**config.mk**
```make
export PLATFORM = sky130hd
export DESIGN_NAME = reg_dump_reader
export DESIGN_NICKNAME = d
export VERILOG_FILES = /design/src/rtl/reg_dump_reader.sv
export SDC_FILE = /design/constraint.sdc
export NUM_CORES = 1
export LEC_CHECK = 0
export BUFFER_PORTS_ARGS = -buffer_cell sky130_fd_sc_hd__buf_2
export CORE_ASPECT_RATIO = 0.9
export CORE_MARGIN = 3
export CORE_UTILIZATION = 46
export CTS_CLUSTER_DIAMETER = 120
export CTS_CLUSTER_SIZE = 25
export DETAILED_ROUTE_END_ITERATION = 10
export PLACE_DENSITY = 0.78
export SETUP_SLACK_MARGIN = 0.15
export SLEW_MARGIN = 20
export SYNTH_ARGS = -nofsm -noshare
export SYNTH_HDL_FRONTEND = slang
export SYNTH_SLANG_ARGS = --single-unit
```
**constraint.sdc**
```tcl
create_clock -name clk -period 2.2 [get_ports clk]
set_clock_uncertainty 0.2 [all_clocks]
set_input_delay 0.44 -clock clk [delete_from_list [all_inputs] [get_ports clk]]
set_output_delay 0.44 -clock clk [all_outputs]
set_load 0.03 [all_outputs]
```
**src/rtl/reg_dump_reader.sv**
```systemverilog
// -----------------------------------------------------------------------------
// reg_dump_reader
//
// Walks a register file from index 0 up to LAST_REG and streams each word out
// over a valid/ready interface. One word is fetched per FETCH cycle (the
// register file read is combinational), and then it is held in SEND until
// downstream accepts it. At most one word is sent every two cycles.
//
// Optional feature (macro REG_DUMP_CHECKSUM_EN):
//   When defined, a running XOR of every dumped word is kept. After the
//   LAST_REG word is accepted, one extra word carrying that XOR is sent with
//   out_last=1. When undefined, the LAST_REG word itself carries out_last=1.
//
// Parameters:
//   LAST_REG       highest register index scanned (1..31)
//
// Ports:
//   clk            rising-edge clock, shared with the register file
//   rst            asynchronous active-high reset
//   start          dump request, sampled only in IDLE
//   Read_register  read address to the register file (0 while idle)
//   Read_data      combinational read data for Read_register
//   out_data       dumped word (registered)
//   out_valid      out_data holds a valid word
//   out_ready      downstream accepts out_data this cycle
//   out_last       current word is the final word of the dump
//   busy           dump in progress (any state other than IDLE)
//   done           one-cycle pulse after the final word is accepted
//
// States:
//   IDLE  | waiting for start, address parked at 0
//   FETCH | register at addr (or the checksum) captured into out_data
//   SEND  | word held valid until out_ready
//   DONE  | done pulse, then back to IDLE
// -----------------------------------------------------------------------------
module reg_dump_reader #(
    parameter int LAST_REG = 31
) (
    input  logic        clk,
    input  logic        rst,
    input  logic        start,
    output logic [4:0]  Read_register,
    input  logic [31:0] Read_data,
    output logic [31:0] out_data,
    output logic        out_valid,
    input  logic        out_ready,
    output logic        out_last,
    output logic        busy,
    output logic        done
);

    localparam logic [4:0] LAST_ADDR = 5'(LAST_REG);

    typedef enum logic [1:0] {
        IDLE  = 2'd0,
        FETCH = 2'd1,
        SEND  = 2'd2,
        DONE  = 2'd3
    } state_t;

    state_t      state, state_n;
    logic [4:0]  addr, addr_n;
    logic [31:0] data_n;
    logic        valid_n;
    logic        last_n;
    logic        busy_n;
    logic        done_n;
    logic        accept;

`ifdef REG_DUMP_CHECKSUM_EN
    logic [31:0] csum, csum_n;
    // Set once the last register word has been accepted: the next FETCH
    // loads the checksum instead of register data.
    logic        csum_phase, csum_phase_n;
`endif

    assign accept        = out_valid && out_ready;
    assign Read_register = addr;

    always_comb begin
        state_n = state;
        addr_n  = addr;
        data_n  = out_data;
        valid_n = out_valid;
        last_n  = out_last;
`ifdef REG_DUMP_CHECKSUM_EN
        csum_n       = csum;
        csum_phase_n = csum_phase;
`endif

        case (state)
            IDLE: begin
                addr_n = 5'd0;
                if (start) begin
                    state_n = FETCH;
`ifdef REG_DUMP_CHECKSUM_EN
                    csum_n       = 32'd0;
                    csum_phase_n = 1'b0;
`endif
                end
            end

            FETCH: begin
                state_n = SEND;
                valid_n = 1'b1;
`ifdef REG_DUMP_CHECKSUM_EN
                if (csum_phase) begin
                    data_n = csum;
                    last_n = 1'b1;
                end else begin
                    data_n = Read_data;
                    csum_n = csum ^ Read_data;
                    last_n = 1'b0;
                end
`else
                data_n = Read_data;
                last_n = (addr == LAST_ADDR);
`endif
            end

            SEND: begin
                if (accept) begin
                    valid_n = 1'b0;
                    last_n  = 1'b0;
`ifdef REG_DUMP_CHECKSUM_EN
                    if (csum_phase) begin
                        state_n = DONE;
                    end else if (addr == LAST_ADDR) begin
                        // Address stays at LAST_REG; only the source changes.
                        csum_phase_n = 1'b1;
                        state_n      = FETCH;
                    end else begin
                        addr_n  = addr + 5'd1;
                        state_n = FETCH;
                    end
`else
                    if (addr == LAST_ADDR) begin
                        state_n = DONE;
                    end else begin
                        addr_n  = addr + 5'd1;
                        state_n = FETCH;
                    end
`endif
                end
            end

            DONE: begin
                state_n = IDLE;
                addr_n  = 5'd0;
            end

            default: begin
                state_n = IDLE;
                addr_n  = 5'd0;
                valid_n = 1'b0;
                last_n  = 1'b0;
            end
        endcase

        // busy and done are registered copies of the next-state decode so
        // they line up exactly with the state they describe.
        busy_n = (state_n != IDLE);
        done_n = (state_n == DONE);
    end

    always_ff @(posedge clk or posedge rst) begin
        if (rst) begin
            state     <= IDLE;
            addr      <= 5'd0;
            out_data  <= 32'd0;
            out_valid <= 1'b0;
            out_last  <= 1'b0;
            busy      <= 1'b0;
            done      <= 1'b0;
        end else begin
            state     <= state_n;
            addr      <= addr_n;
            out_data  <= data_n;
            out_valid <= valid_n;
            out_last  <= last_n;
            busy      <= busy_n;
            done      <= done_n;
        end
    end

`ifdef REG_DUMP_CHECKSUM_EN
    always_ff @(posedge clk or posedge rst) begin
        if (rst) begin
            csum       <= 32'd0;
            csum_phase <= 1'b0;
        end else begin
            csum       <= csum_n;
            csum_phase <= csum_phase_n;
        end
    end
`endif

endmodule

```
==> impl_metrics.yaml, run 1 <==
run_status:
  status: "completed"
logic_synthesis:
  synth_cell_type_count: 26
  synth_fp_nets: 161
  syn_avg_cell_area_sq_um: 14.75
  synth_cells: 120
  yosysMostFrequentCell: "dfrtp_1"
  synthFlopType: "dfrtp_1"
  yosys.area.top_type: "dfrtp_1"
  async_reset_ff_share_pct: 100.0
  synth_area_sq_um: 1770
  synth-seq-cells: 43
  ys_warn_count: 0
  synthTopCellsByCount: "dfrtp_1, mux2_2, a22o_1, ha_1, nor2_1"
  synth_top_area_share_pct: 60.78
  ys_seq_area_share_pct: 60.78
  synth_edf_count: 0
  ys_top_cells_by_area: "dfrtp_1, mux2_2, ha_1, a22o_1, a32o_1"
setup_path:
  critical-path-top-delay-family: "flip-flops"
  cp_max_fo: 5
  cp_common_cell: "ha_2"
  rr_endpoint: "Read_register[0]$_DFFE_PP0P_"
  worstSetupStartpointType: "flop"
  slowest_stage: "dfrtp_2"
  critPathKind: "flop to flop"
  regToRegSetupSlack_ns: 0.20
  cp_cell_sequence: "ha_2 > and3_1 > ha_2 > nand3b_4 > mux2_4 > a22o_1"
  cp.depth: 6
  slowest_delay_ns: 0.43
  crit_buf_inv: 0
  rr_startpoint: "Read_register[1]$_DFFE_PP0P_"
  arrival_ns: 1.98
  end_kind: "flop"
  worstPathRequired_ns: 2.18
  rr_worst_depth: 6
clock_network:
  cts_tree: "yes"
  h-tree-depth: 2
  ctsRootBufferMaster: "clkbuf_8"
  hold_buffers: 0
  cts.sinks: 43
  clk_latency_ns: 0.29
  cts.reportedPaths.clkPinSlew_ns: 0.07
  clk_path_buf_depth: 2
  cts_made_buffers: 5
grt:
  grt_use_met3_pct: 4.806
  grt_pass1_vias: 1329
  grt_usage_pct: 17.41
  grt_overflow_total: 0
  grtUsageMet2_pct: 30.85
  use_met1_pct: 19.68
  grt_max_degree: 44
  grt_pass1_wl_um: 6265
  grt_busiest_layer: "met2"
  antenna_found_initial: 0
placement:
  placed_cell_area_sq_um: 2201
  dp_slack_ns: 0.1334
  gp_congestion: 0.7841
  io_buffers: 76
  dp.final_hpwl_um: 2805
pwr:
  switchingPower_mw: 1.694
  p_leak_nw: 1.165
  comb_power_share_pct: 53.2
  swShare_pct: 43.55
  clkPwrFrac_pct: 12.6
  vdd_drop_max_uv: 742.2
  p_int_mw: 2.197
  seqPwrFrac_pct: 34.2
  p_per_area_nw_per_um2: 1682
cells_and_area:
  drive_above_1_share_pct: 63.86
  final_cell_area_sq_um: 2313
  synthToLayoutAreaGrowth_pct: 30.67
  final_net_count: 243
  antenna_cells: 0
die:
  num_rows: 20
  fp.dieW_um: 71.40
  start_util_pct: 50.18
  die_h_um: 64.86
  coreArea_sq_um: 3528
  die_area_sq_um: 4630
  io_pins: 77
route:
  wl_per_cell_um: 15.45
  drc: 0
  ant_nets: 0
  postRouteWirelength_um: 3800
  via_per_inst: 5.130
  vias: 1262
  drt-pass1-iter-count: 4
  drt_iter0_drc: 79
timing:
  whs_ns: 0.07466
  drv_slew: 0
  rsz0062_at_grt: "false"
  fin_ws_ns: 0.1998
  fmax_ghz: 0.5000
  timing.final.hold_violations: 0
  worstMarginPinSlew_ns: 0.5357
  finalCritPeriodShare_pct: 90.92
  max_slew_margin_pct: 64.28
  setup_viol: 0
  fin_tns_setup_ns: 0
  finalCriticalPeriod_ns: 2.000
job:
  maxCapViolCount: 0
worst_hold_path:
  hp-class: "input port to async pin"
[cell usage in the layout (no fill, tap or decap)]
cell      Yosys  routed
nand3b_1      1       1
nor2_1        5       5
buf_4         0       4
a21boi_2      1       1
nor2b_1       1       1
and2b_1       1       1
nand2_1       2       2
clkinv_2      0       1
inv_1         4       4
nand3b_4      0       1
o22a_1        1       1
o21ai_0       1       1
a22o_1        5       5
ha_1          5       3
a22o_2        1       1
nand4_1       1       1
mux2_2       32      32
clkbuf_8      0       6
a211oi_2      0       1
a21oi_1       1       1
dfrtp_2       0       2
a31oi_1       1       1
nor3_1        1       1
mux2_4        1       1
buf_2         4      76
a31o_2        1       1
a32o_1        2       2
a211oi_1      2       1
dfrtp_1      43      41
ha_2          0       2
and3_1        1       1
[timing repair]
item,4_1_cts,5_1_grt
buffers inserted,1,1
resized for setup,1,2
setup endpoints to repair,2,6
pin swaps,0,0
cloned,0,0
[worst max path at each step]
stage | from | end | slack, ns
after global routing | state[0]$_DFF_PP0_ | Read_register[3]$_DFFE_PP0P_ | 0.16
after detailed placement | Read_register[0]$_DFFE_PP0P_ | busy$_DFF_PP0_ | 0.13
after global placement | Read_register[0]$_DFFE_PP0P_ | busy$_DFF_PP0_ | 0.19
after floorplan | Read_register[0]$_DFFE_PP0P_ | Read_register[0]$_DFFE_PP0P_ | 0.15
final | Read_register[1]$_DFFE_PP0P_ | Read_register[0]$_DFFE_PP0P_ | 0.20
after CTS | Read_register[0]$_DFFE_PP0P_ | Read_register[0]$_DFFE_PP0P_ | 0.17
[state kept, by name, indices dropped and copies added, names as in the netlist]
| name | flops |
|---|---|
| out_data | 32 |
| Read_register | 5 |
| state | 2 |
| busy | 1 |
| done | 1 |
| out_last | 1 |
| out_valid | 1 |
[kinds of logic after synthesis]
kind of cell,count (synthesis),synth area share (%)
buffers and inverters,9,2.615
and+or+nand+nor,14,4.312
AOI/OAI and AO/OA,16,7.561
adders and majority gates,5,3.534
muxes,33,21.20
DFF,43,60.78
[metrics by stage]
step / utilization, % / std cells / total power, mW
after floorplan: - / 120 / 2.862
after global placement: 62.38 / 237 / 3.322
after detailed placement: 62.38 / 237 / 3.416
after CTS: 65.21 / 245 / 3.924
after global routing: 65.57 / 246 / 4.138
final: 65.57 / 246 / 3.891
[per-layer routing]
| metal | vias up | share of wire [%] |
|---|---|---|
| met3 | 6 | 8.3 |
| li1 | 594 | - |
| met5 | - | 0 |
| met1 | 609 | 40 |
| met4 | 0 | 1.4 |
| met2 | 53 | 50 |
[layout make-up]
class / count / area [sq um]
multi-input cells: 68 / 666.9
repair buffers: 80 / 410.4
fillers: 267 / 1215
well taps: 44 / 55.05
clock buffers: 6 / 82.58
flip-flops and latches: 43 / 1079
clock inverters: 1 / 5.005
inverters: 4 / 15.01
[power by group through the flow]
| stage | clock (mW) | sequential [mW] | combinational (mW) |
|---|---|---|---|
| 2_1_floorplan | 0 | 2.02 | 0.844 |
| 3_3_place_gp | 0 | 1.32 | 2.00 |
| 3_5_place_dp | 0 | 1.35 | 2.06 |
| 4_1_cts | 0.505 | 1.34 | 2.08 |
| 5_1_grt | 0.541 | 1.38 | 2.21 |
| 6_report | 0.489 | 1.33 | 2.07 |
[worst min-delay path, delay by kind of cell]
family                 cells  cell delay, ns
buffers and inverters      3            0.57
(Power assumes the default switching activity.)
==> run 2: changes to the inputs <==
--- a/config.mk
+++ b/config.mk
@@ -5,14 +5,16 @@
 export SDC_FILE = /design/constraint.sdc
 export NUM_CORES = 1
 export LEC_CHECK = 0
+export ABC_AREA = 1
 export BUFFER_PORTS_ARGS = -buffer_cell sky130_fd_sc_hd__buf_2
 export CORE_ASPECT_RATIO = 0.9
 export CORE_MARGIN = 3
-export CORE_UTILIZATION = 46
+export CORE_UTILIZATION = 50
+export CTS_BUF_LIST = sky130_fd_sc_hd__clkbuf_2 sky130_fd_sc_hd__clkbuf_4 sky130_fd_sc_hd__clkbuf_8
 export CTS_CLUSTER_DIAMETER = 120
 export CTS_CLUSTER_SIZE = 25
 export DETAILED_ROUTE_END_ITERATION = 10
-export PLACE_DENSITY = 0.78
+export PLACE_DENSITY = 0.82
 export SETUP_SLACK_MARGIN = 0.15
 export SLEW_MARGIN = 20
 export SYNTH_ARGS = -nofsm -noshare
==> run 2 against run 1 <==
Effect of this change: the run now ends with hold timing left; die area shrank 0.78%; largest power group unchanged; synthesized cell count grew 15%; cell count grew 7.7%.
==> impl_metrics.yaml, run 2 <==
run_status:
  status: "finished with violations"
  violations: "hold timing"
cells_and_area:
  fill_cells: 270
  largest_reg_flops: 32
  synthToLayoutAreaGrowth_pct: 26.36
  fin_cells: 265
  final_net_count: 261
  top_register: "out_data"
  final_cell_area_sq_um: 2411
  layout_common_cells: "buf_2, dfrtp_1, mux2_4"
  utilization_pct: 68.33
  final_common_cell: "buf_2"
  drive_above_1_share_pct: 55.20
  antenna_cells: 0
timing:
  fmax_ghz: 0.5714
  finalCritPeriodShare_pct: 79.55
  worstMarginPinSlew_ns: 0.7525
  fin_tns_setup_ns: 0
  fin_ws_ns: 0.4499
  rsz0062_at_grt: "false"
  finalCriticalPeriod_ns: 1.750
  setup_viol: 0
  max_slew_margin_pct: 49.52
  whs_ns: -0.02299
  drv_slew: 0
  timing.final.hold_violations: 21
clock_network:
  clk_latency_ns: 0.29
  clk_path_buf_depth: 2
  cts.reportedPaths.clkPinSlew_ns: 0.08
  post_cts_resized: 0
  h-tree-depth: 2
  hold_buffers: 0
  cts_tree: "yes"
  cts_made_buffers: 5
  ctsRootBufferMaster: "clkbuf_8"
  post-cts-setup-buffers: 0
  cts.sinks: 43
grt:
  grt_pass1_vias: 1222
  grt_pass1_wl_um: 5913
  antenna_found_initial: 0
  grt_overflow_total: 0
  grt_max_degree: 25
  grt_usage_pct: 16.85
route:
  wl_met2_um: 1666
  wl_met3_um: 318
  met1_length_um: 1593
  highest_layer: "met4"
  drt_iter0_drc: 34
  vias: 1269
  drt-pass1-iter-count: 4
  postRouteWirelength_um: 3614
  drc: 0
  via_per_inst: 4.789
  ant_nets: 0
  wl_per_cell_um: 13.64
setup_path:
  cp_max_fo: 10
  slowest_stage: "dfrtp_1"
  cp_cell_sequence: "ha_1 > nand2_1 > nor2_1 > ha_1 > inv_1 > nand3_1 > nand2_1 > nand2_2 > nand2_1 > o21ai_0"
  critical-path-top-delay-family: "simple AND/OR/NAND/NOR gates"
  arrival_ns: 1.73
  worstPathRequired_ns: 2.18
  critPathKind: "flop to flop"
  crit_buf_inv: 1
  end_kind: "flop"
  slowest_delay_ns: 0.43
  cp_common_cell: "nand2_1"
  worstSetupStartpointType: "flop"
pwr:
  swShare_pct: 43.47
  p_total_mw: 4.178
  p_per_area_nw_per_um2: 1733
  switchingPower_mw: 1.816
  vdd_drop_max_uv: 930.1
  p_int_mw: 2.362
  clkPwrFrac_pct: 11.6
  p_leak_nw: 1.274
  seqPwrFrac_pct: 32.7
  comb_power_share_pct: 55.7
logic_synthesis:
  async_reset_ff_share_pct: 100.0
  synth-seq-cells: 43
  synth_fp_nets: 179
  synth_cells: 138
  synthFlopType: "dfrtp_1"
  ys_top_cells_by_area: "dfrtp_1, mux2_4, nand2_1, ha_1, buf_12"
  ys_seq_area_share_pct: 56.39
  yosysMostFrequentCell: "dfrtp_1"
  ys_warn_count: 0
  synth_cell_type_count: 15
  yosys.area.top_type: "dfrtp_1"
  synth_area_sq_um: 1908
  syn_avg_cell_area_sq_um: 13.83
  synthTopCellsByCount: "dfrtp_1, mux2_4, nand2_1"
  synth_top_area_share_pct: 56.39
  synth_edf_count: 0
die:
  die_area_sq_um: 4594
  io_pins: 77
  start_util_pct: 54.08
  num_rows: 20
  fp.dieW_um: 71.12
  coreArea_sq_um: 3528
  die_h_um: 64.61
placement:
  dp.cells: 257
  dp.final_hpwl_um: 2783
  placed_cell_area_sq_um: 2322
  gp_congestion: 0.8328
  dp_slack_ns: 0.4504
  io_buffers: 76
worst_hold_path:
  hp-class: "input port to async pin"
job:
  maxCapViolCount: 0
run 2: worst register-to-register path, stage by stage (launching register included):
cell	delay, ns
dfrtp_1	0.43
ha_1	0.22
nand2_1	0.08
nor2_1	0.04
ha_1	0.16
inv_1	0.07
nand3_1	0.08
nand2_1	0.08
nand2_2	0.11
nand2_1	0.08
o21ai_0	0.07
run 2: worst paths after layout:
kind	slack [ns]	depth (start not counted)	start	to
worst max-delay path	0.45	10	Read_register[0]$_DFFE_PP0P_	Read_register[4]$_DFFE_PP0P_
worst min-delay path	-0.02	2	rst	out_data[13]$_DFFE_PP0P_
worst max register to register	0.45	10	Read_register[0]$_DFFE_PP0P_	Read_register[4]$_DFFE_PP0P_
worst min register to register	0.31	1	out_data[16]$_DFFE_PP0P_	out_data[16]$_DFFE_PP0P_
max in group asynchronous	1.31	3	rst	out_data[3]$_DFFE_PP0P_
min in group clk	0.17	2	Read_data[31]	out_data[31]$_DFFE_PP0P_
run 2: routing by layer:
metal | global-route usage [%] | vias up
met2 | 26.39 | 54
met1 | 22.49 | 586
met5 | 0 | -
li1 | - | 624
met4 | 4.225 | 0
met3 | 5.891 | 5
run 2: final cells by class:
type,count,area [sq um],area share [%]
Inverter,9,33.78,1.401
Timing Repair Buffer,79,427.9,17.75
Clock inverter,2,12.51,0.5189
Multi-Input combinational cell,82,729.5,30.25
Tap cell,44,55.05,2.283
Clock buffer,6,76.32,3.166
Sequential cell,43,1076,44.63
run 2: kinds of logic (layout without fill, tap and decap cells):
group | after synthesis | after routing | share of synthesized area (%)
AOI/OAI and AO/OA | 9 | 9 | 2.427
adders and majority gates | 5 | 5 | 3.279
buffers and inverters | 13 | 96 | 5.508
DFF | 43 | 43 | 56.39
muxes | 32 | 32 | 24.59
and+or+nand+nor | 36 | 36 | 7.804
run 2: power groups by stage:
stage | Clock (mW) | Sequential (mW) | Combinational [mW]
2_1_floorplan | 0 | 2.07 | 1.13
3_3_place_gp | 0 | 1.36 | 2.30
3_5_place_dp | 0 | 1.39 | 2.34
4_1_cts | 0.498 | 1.37 | 2.35
5_1_grt | 0.531 | 1.43 | 2.48
6_report | 0.485 | 1.37 | 2.33
==> run 3: changes to the inputs <==
--- a/config.mk
+++ b/config.mk
@@ -9,12 +9,12 @@
 export BUFFER_PORTS_ARGS = -buffer_cell sky130_fd_sc_hd__buf_2
 export CORE_ASPECT_RATIO = 0.9
 export CORE_MARGIN = 3
-export CORE_UTILIZATION = 50
+export CORE_UTILIZATION = 45
 export CTS_BUF_LIST = sky130_fd_sc_hd__clkbuf_2 sky130_fd_sc_hd__clkbuf_4 sky130_fd_sc_hd__clkbuf_8
 export CTS_CLUSTER_DIAMETER = 120
 export CTS_CLUSTER_SIZE = 25
 export DETAILED_ROUTE_END_ITERATION = 10
-export PLACE_DENSITY = 0.82
+export PLACE_DENSITY = 0.78
 export SETUP_SLACK_MARGIN = 0.15
 export SLEW_MARGIN = 20
 export SYNTH_ARGS = -nofsm -noshare
==> constraint.sdc (replaced) <==
create_clock -name clk -period 1.4 [get_ports clk]
set_clock_uncertainty 0.2 [all_clocks]
set_input_delay 0.28 -clock clk [delete_from_list [all_inputs] [get_ports clk]]
set_output_delay 0.28 -clock clk [all_outputs]
set_load 0.03 [all_outputs]
==> run 3 against run 2 <==
Effect of this change: global-route usage is 6.0 points higher; critical path type unchanged; sequential share of layout area is 13 points lower; cell count is 22% higher; the flow finishes with violations (setup timing); via count is 29% higher; sequential cell count stayed put; total power is 130% higher; utilization is 19 points higher; non-clock buffer count is 54 higher; critical path depth stayed put.
==> impl_metrics.yaml, run 3 (same netlist as run 2, synthesis figures left out) <==
run_status:
  status: "finished with violations"
  violations: "setup timing"
clock_network:
  cts.reportedPaths.clkPinSlew_ns: 0.10
  cts.sinks: 43
  clk_latency_ns: 0.29
  cts_made_buffers: 5
  cts_tree: "yes"
  ctsRootBufferMaster: "clkbuf_8"
  clk_path_buf_depth: 2
  h-tree-depth: 2
setup_path:
  regToRegSetupSlack_ns: -0.25
  end_kind: "flop"
  cp_max_fo: 5
  arrival_ns: 1.63
  critPathKind: "flop to flop"
  rr_startpoint: "Read_register[0]$_DFFE_PP0P_"
  setup.worst_path.start: "Read_register[0]$_DFFE_PP0P_"
  worstSetupStartpointType: "flop"
  worstPathRequired_ns: 1.38
  rr_worst_depth: 10
  rr_endpoint: "Read_register[0]$_DFFE_PP0P_"
die:
  coreArea_sq_um: 3889
  start_util_pct: 49.07
  die_area_sq_um: 5059
  die_h_um: 67.78
  num_rows: 21
  fp.dieW_um: 74.64
  io_pins: 77
timing:
  max_slew_margin_pct: 83.51
  timing.final.hold_violations: 0
  rsz0062_at_grt: "true"
  fin_tns_setup_ns: -6.561
  drv_slew: 0
  fmax_ghz: 0.6046
  worstMarginPinSlew_ns: 0.2448
  setup_viol: 47
  finalCritPeriodShare_pct: 118.1
  fin_ws_ns: -0.2539
  finalCriticalPeriod_ns: 1.654
pwr:
  p_int_mw: 5.780
  seqPwrFrac_pct: 24.1
  comb_power_share_pct: 65.6
  swShare_pct: 40.59
  vdd_drop_max_uv: 1515
  clkPwrFrac_pct: 10.4
  switchingPower_mw: 3.949
  p_leak_nw: 1.709
  p_per_area_nw_per_um2: 2864
  p_total_mw: 9.729
placement:
  gp_congestion: 0.7433
  dp_slack_ns: -0.3038
  dp.final_hpwl_um: 2834
  io_buffers: 76
cells_and_area:
  largest_reg_flops: 32
  layout_common_cells: "buf_6, dfrtp_1, buf_4"
  fill_cells: 167
  antenna_cells: 0
  synthToLayoutAreaGrowth_pct: 78.03
  top_register: "out_data"
  final_common_cell: "buf_6"
  drive_above_1_share_pct: 74.28
  final_net_count: 316
job:
  maxCapViolCount: 0
worst_hold_path:
  worstHoldStart: "Read_data[25]"
  hold_depth: 2
  holdPathEnd: "out_data[25]$_DFFE_PP0P_"
  hp-class: "input port to flop"
route:
  vias: 1637
  via_per_inst: 5.084
  drt_iter0_drc: 126
  ant_nets: 0
  drt-pass1-iter-count: 4
  postRouteWirelength_um: 6506
  wl_per_cell_um: 20.20
  drc: 0
grt:
  grt_max_degree: 44
  grt_pass1_wl_um: 8307
  grt_usage_pct: 22.82
  grt_pass1_vias: 1611
  antenna_found_initial: 0
  grt_overflow_total: 0
## run 3: cell types whose count changed in the layout (fill, tap and decap cells not counted), moves of 5 or more
cell	before	now
nand2_1	23	12
buf_6	0	49
nand2_2	1	8
buf_2	76	35
ha_4	0	5
o21ai_0	8	3
buf_4	1	40
nand2_4	0	5
## run 3: stage by stage
step	utilization, %	cells	cell area [sq um]	hold WS, ns
6_report	87.36	322	3397	0.01234
5_1_grt	87.36	322	3397	0.001979
4_1_cts	82.37	305	3203	0.01147
3_5_place_dp	63.71	270	2477	0.1480
3_3_place_gp	63.71	270	2477	0.1435
2_1_floorplan	-	138	1972	0.07781
## run 3: power by group through the flow
stage / logic (mW) / registers (mW) / clock network, mW
2_1_floorplan: 1.89 / 3.28 / 0
3_3_place_gp: 3.96 / 2.15 / 0
3_5_place_dp: 4.00 / 2.18 / 0
4_1_cts: 5.67 / 2.27 / 0.966
5_1_grt: 6.67 / 2.37 / 1.07
6_report: 6.38 / 2.34 / 1.01
## run 3: metal layers
layer / vias up / global-route usage, % / wire, um
met5: - / 0 / 0
met3: 8 / 5.506 / 355
li1: 734 / - / -
met4: 0 / 4.667 / 72
met1: 829 / 26.02 / 2510
met2: 66 / 43.09 / 3567
## run 3: final cells by class
class	instances	area, sq um	area share (%)
multi-input combinational	83	899.6	26.48
timing repair buffer	133	1202	35.40
clock inverter	3	43.79	1.289
sequential	43	1080	31.79
inverter	9	45.04	1.326
clock buffer	5	68.82	2.026
tap	46	57.56	1.694
## run 3: worst max path at each step
stage | endpoint | slack (ns) | cells after the start
finish | Read_register[0]$_DFFE_PP0P_ | -0.25 | 10
global placement | Read_register[3]$_DFFE_PP0P_ | -0.22 | 10
floorplan | Read_register[3]$_DFFE_PP0P_ | -0.30 | 10
global route | Read_register[0]$_DFFE_PP0P_ | -0.31 | 10
CTS | Read_register[3]$_DFFE_PP0P_ | -0.21 | 10
detailed placement | Read_register[1]$_DFFE_PP0P_ | -0.30 | 10
## run 3: timing repair
action / 4_1_cts / 5_1_grt
gates cloned: 3 / 0
hold buffers: 1 / 0
gates resized for setup: 110 / 17
endpoints found under the setup margin: 84 / 84
endpoints found under the hold margin: 43 / 0
pin swaps: 7 / 10
buffers inserted: 23 / 17
## run 3: worst max-delay path: stages (launching register included)
cell,delay [ns]
dfrtp_2,0.44
ha_4,0.17
nand2_4,0.08
nor2_4,0.04
ha_4,0.16
inv_4,0.06
nand3_4,0.07
nand2_4,0.10
nand2_4,0.08
nand2_1,0.08
o21ai_1,0.06
